$ cat src/rtl/spi_sipo_rx.sv
// SPI receive deserializer: oversamples SCK/SER_IN/ENABLE on CLK, shifts LSB first, and
// presents words with a VALID/ACK hold handshake. Optional sticky overrun via SPI_RX_OVERRUN_EN.
module spi_sipo_rx #(
  parameter int D_Pack   = 8,
  parameter int SYNC_STG = 2
) (
  input  logic              CLK,
  input  logic              RST,
  input  logic              SCK,
  input  logic              SER_IN,
  input  logic              ENABLE,
  input  logic              C_PH,
  output logic [D_Pack-1:0] DATA_OUT,
  output logic              DATA_VALID,
  input  logic              DATA_ACK,
  output logic              BUSY,
  output logic              FRAME_ERR
`ifdef SPI_RX_OVERRUN_EN
  ,
  output logic              OVERRUN
`endif
);

  localparam int CW = $clog2(D_Pack);
  localparam logic [CW-1:0] LAST_CNT = CW'(D_Pack - 1);

  typedef enum logic {IDLE, SHIFT} state_t;

  logic [SYNC_STG-1:0] sck_sync_q, sck_sync_d;
  logic [SYNC_STG-1:0] ser_sync_q, ser_sync_d;
  logic [SYNC_STG-1:0] en_sync_q,  en_sync_d;
  logic                sck_prev_q, sck_prev_d;
  state_t              state_q, state_d;
  logic [D_Pack-1:0]   sh_q, sh_d;
  logic [CW-1:0]       cnt_q, cnt_d;
  logic                done_q, done_d;
  logic [D_Pack-1:0]   data_q, data_d;
  logic                valid_q, valid_d;
  logic                ferr_q, ferr_d;
`ifdef SPI_RX_OVERRUN_EN
  logic                ovr_q, ovr_d;
`endif

  logic sck_s, ser_s, en_s, sample_edge;

  always_comb begin
    sck_sync_d  = {sck_sync_q[SYNC_STG-2:0], SCK};
    ser_sync_d  = {ser_sync_q[SYNC_STG-2:0], SER_IN};
    en_sync_d   = {en_sync_q[SYNC_STG-2:0], ENABLE};
    sck_s       = sck_sync_q[SYNC_STG-1];
    ser_s       = ser_sync_q[SYNC_STG-1];
    en_s        = en_sync_q[SYNC_STG-1];
    sck_prev_d  = sck_s;
    // Sample on the edge opposite the transmitter's launch edge.
    sample_edge = C_PH ? (sck_prev_q & ~sck_s) : (~sck_prev_q & sck_s);
  end

  always_comb begin
    state_d = state_q;
    sh_d    = sh_q;
    cnt_d   = cnt_q;
    done_d  = 1'b0;
    ferr_d  = 1'b0;
    case (state_q)
      IDLE: begin
        if (!en_s) state_d = SHIFT;
      end
      SHIFT: begin
        // Deselect wins over a coincident sample edge.
        if (en_s) begin
          state_d = IDLE;
          cnt_d   = '0;
          ferr_d  = (cnt_q != '0);
        end else if (sample_edge) begin
          sh_d = {ser_s, sh_q[D_Pack-1:1]};
          if (cnt_q == LAST_CNT) begin
            cnt_d  = '0;
            done_d = 1'b1;
          end else begin
            cnt_d = cnt_q + CW'(1);
          end
        end
      end
      default: state_d = IDLE;
    endcase
  end

  always_comb begin
    data_d  = data_q;
    valid_d = valid_q;
`ifdef SPI_RX_OVERRUN_EN
    ovr_d   = ovr_q;
`endif
    if (DATA_ACK && valid_q) begin
      valid_d = 1'b0;
`ifdef SPI_RX_OVERRUN_EN
      ovr_d   = 1'b0;
`endif
    end
    if (done_q) begin
`ifdef SPI_RX_OVERRUN_EN
      // Unread word is protected; the incoming one is lost.
      if (valid_q && !DATA_ACK) begin
        ovr_d = 1'b1;
      end else begin
        data_d  = sh_q;
        valid_d = 1'b1;
      end
`else
      data_d  = sh_q;
      valid_d = 1'b1;
`endif
    end
  end

  always_ff @(posedge CLK or posedge RST) begin
    if (RST) begin
      sck_sync_q <= '0;
      ser_sync_q <= '0;
      en_sync_q  <= '0;
      sck_prev_q <= 1'b0;
      state_q    <= IDLE;
      sh_q       <= '0;
      cnt_q      <= '0;
      done_q     <= 1'b0;
      data_q     <= '0;
      valid_q    <= 1'b0;
      ferr_q     <= 1'b0;
`ifdef SPI_RX_OVERRUN_EN
      ovr_q      <= 1'b0;
`endif
    end else begin
      sck_sync_q <= sck_sync_d;
      ser_sync_q <= ser_sync_d;
      en_sync_q  <= en_sync_d;
      sck_prev_q <= sck_prev_d;
      state_q    <= state_d;
      sh_q       <= sh_d;
      cnt_q      <= cnt_d;
      done_q     <= done_d;
      data_q     <= data_d;
      valid_q    <= valid_d;
      ferr_q     <= ferr_d;
`ifdef SPI_RX_OVERRUN_EN
      ovr_q      <= ovr_d;
`endif
    end
  end

  assign DATA_OUT   = data_q;
  assign DATA_VALID = valid_q;
  assign BUSY       = (state_q == SHIFT);
  assign FRAME_ERR  = ferr_q;
`ifdef SPI_RX_OVERRUN_EN
  assign OVERRUN    = ovr_q;
`endif

endmodule

$ cat config.mk
export PLATFORM = sky130hd
export DESIGN_NAME = spi_sipo_rx
export DESIGN_NICKNAME = d
export VERILOG_FILES = /design/src/rtl/spi_sipo_rx.sv
export SDC_FILE = /design/constraint.sdc
export NUM_CORES = 1
export LEC_CHECK = 0
export CAP_MARGIN = 20
export CORE_MARGIN = 5
export CORE_UTILIZATION = 55
export CTS_CLUSTER_SIZE = 14
export DETAILED_ROUTE_END_ITERATION = 8
export PLACE_DENSITY_LB_ADDON = 0.05
export SYNTH_ARGS = -nofsm -noshare
export SYNTH_HDL_FRONTEND = slang
export SYNTH_SLANG_ARGS = --single-unit
$ cat constraint.sdc
create_clock -name CLK -period 3.4 [get_ports CLK]
set_input_delay 0.68 -clock CLK [delete_from_list [all_inputs] [get_ports CLK]]
set_output_delay 0.68 -clock CLK [all_outputs]
set_load 0.02 [all_outputs]
==> impl_metrics.yaml <==
place:
  place.gp.congestion: 0.761
  port_buffers: 17
  hpwlAfterDp_um: 1320
  place_ws_ns: 0.921
drt:
  drt_iter0_markers: 14
  wl_per_cell_um: 13.2
  vias_per_cell: 5.15
  finalWirelength_um: 1810
  post-route-drc-count: 0
  drtPass1Iterations: 4
  vias: 706
  drtAntennaViolNets: 0
cts:
  clock_latency_ns: 0.33
  cts_root_buf: "clkbuf_4"
  cts_resized: 0
  cts.sinks: 30
  cts_tree: "done"
  clk_path_buf_depth: 2
  post_cts_buffers: 0
  clk_pin_slew_ns: 0.08
  cts.htree.levels: 2
  cts_buffers: 5
  cts_hold_buf: 0
grt:
  grt_first_pass_wirelength_um: 3210
  grt_max_degree: 31
  antenna_found_initial: 0
  grt_pass1_vias: 703
  grt-ovfl-total: 0
  grt.total_usage_pct: 13.7
floorplan:
  initial_core_util_pct: 56.0
  core_area_um2: 2150
  dieArea_um2: 3220
  die_w_um: 56.8
  die_h_um: 56.8
  num_io_pins: 18
  fp-row-count: 17
sta:
  finalCriticalPeriod_ns: 2.15
  report.final.slew_viol_count: 0
  setup_viol: 0
  skew_ns: 0.00429
  slew_headroom_pct: 65.1
  hold_violations: 0
  tightest_slew_ns: 0.523
  fin_hold_ws_ns: 0.360
  rsz0062_at_grt: "false"
  final.setup.worst_slack_ns: 1.25
  tns_ns: 0
  post-route-period-util_pct: 63.3
  fmax_ghz: 0.465
worst_setup_path:
  r2r_end: "sh_q[3]"
  critPathRequiredTime_ns: 3.62
  crit_arrival_ns: 2.37
  regToRegSetupSlack_ns: 1.64
  ff2ff_path_depth: 4
  r2r-start: "sck_sync_q[1]"
  start_kind: "input port"
  crit_type: "input port to flop"
  worstSetupEndpointType: "flop"
  cp_max_fo: 10
pwr:
  leakagePower_uw: 0.000700
  seqPwrFrac_pct: 58.9
  internal_power_uw: 550
  vdd_drop_max_uv: 293
  p_sw_uw: 178
  combPwrFrac_pct: 11.8
  p_clk_share_pct: 29.3
  netSwitchingFraction_pct: 24.4
  power.density_nw_per_um2: 502
logic_synthesis:
  synth_area_leaders: "dfrtp_1 62%, mux2_2 7.5%, mux2_4 7.5%"
  syn_avg_cell_area_um2: 14.0
  synth_largest_area_cell: "dfrtp_1"
  yosysUniqueCellTypes: 23
  synth_seq_cells: 30
  seq_area_frac_synth_pct: 62.4
  yosysWarningCount: 0
  synth_cells: 86
  synth_area_um2: 1200
  syn-num-nets: 96
  netlist.area_leader.share_pct: 62.4
hold_path:
  hold_path.class: "flop to flop"
  holdPathEnd: "en_sync_q[1]"
  hp-start: "en_sync_q[0]"
  hold_depth: 0
job:
  maxCapViolCount: 0
finish:
  syn_to_final_growth_pct: 20.5
  mostFrequentLayoutCells: "30 x dfrtp_1, 17 x clkdlybuf4s50_1, 8 x mux2_2"
  post_route_cells_drive_above_1_share_pct: 22.0
  diodes: 0
  final_nets: 118
  final_common_cell: "dfrtp_1"
status:
  status: "finished, final reports clean"
[worst max-delay path, cell delays in order]
cell	delay, ns
clkdlybuf4s50_1	0.48
nor2b_1	0.18
o2bb2ai_1	0.16
and3_1	0.52
mux2_4	0.34
[worst max path at each step]
stage                   end  start  depth (start not counted)
floorplan           sh_q[0]   C_PH                          5
global placement    sh_q[4]   C_PH                          5
detailed placement  sh_q[3]   C_PH                          5
CTS                 sh_q[3]   C_PH                          5
global route        sh_q[0]   C_PH                          5
finish              sh_q[3]   C_PH                          5
[cells in the mapped netlist]
cell       instances
ha_1               3
a21o_1             1
nor2_1             2
nor4b_1            1
buf_6              2
a22o_1             5
clkbuf_1           1
a21oi_1            1
o211ai_1           1
mux2_2             8
and4bb_2           1
nor3b_1            1
dfrtp_1           30
and3_1             1
and2_2             1
nor2b_1            1
inv_1              7
a31oi_1            2
mux2_4             6
o2bb2ai_1          1
nand2_1            7
o21ai_0            1
nand3_1            2
[sequential cells by signal, summed over array words and instances, names as in the netlist]
register / count
DATA_VALID: 1
sck_prev_q: 1
ser_sync_q: 2
en_sync_q: 2
cnt_q: 3
BUSY: 1
done_q: 1
DATA_OUT: 8
sh_q: 8
sck_sync_q: 2
FRAME_ERR: 1
[power by group through the flow]
stage | combinational (µW) | clock, µW | sequential, µW
finish | 85.5 | 213 | 429
global route | 93.6 | 241 | 435
CTS | 87.1 | 223 | 429
detailed placement | 86.9 | 0 | 436
global placement | 82.5 | 0 | 435
floorplan | 68.7 | 0 | 424
[through the flow]
stage | cells | cell area, µm² | util (%) | total power (µW)
6_report | 137 | 1450 | 67.5 | 728
5_1_grt | 137 | 1450 | 67.5 | 770
4_1_cts | 137 | 1450 | 67.5 | 739
3_5_place_dp | 129 | 1390 | 64.7 | 523
3_3_place_gp | 129 | 1390 | 64.7 | 517
2_1_floorplan | 86 | 1200 | - | 493
[area by class of cell]
cell class / count / area (µm²)
flip-flops and latches: 30 / 751
fillers: 166 / 698
multi-input cells: 46 / 400
repair buffers: 18 / 178
clock buffers: 7 / 55.1
well taps: 28 / 35.0
inverters: 7 / 26.3
clock inverters: 1 / 5.00
[cell families (layout without fill, tap and decap cells)]
| logic type | after synthesis | in the layout | synth area share, % |
|---|---|---|---|
| compound gates | 12 | 12 | 7.48 |
| simple gates | 17 | 17 | 7.69 |
| mux | 14 | 14 | 15.0 |
| buf+inv | 10 | 33 | 4.37 |
| flops | 30 | 30 | 62.4 |
| fa+ha+maj | 3 | 3 | 3.12 |
[routing by layer]
layer | vias to the layer above | wire length [µm] | track usage (%)
met4 | 0 | 53 | 11.9
met5 | - | 0 | 0
met1 | 341 | 787 | 15.8
met2 | 21 | 841 | 20.3
li1 | 339 | - | -
met3 | 5 | 129 | 4.37
(Power assumes the default switching activity.)
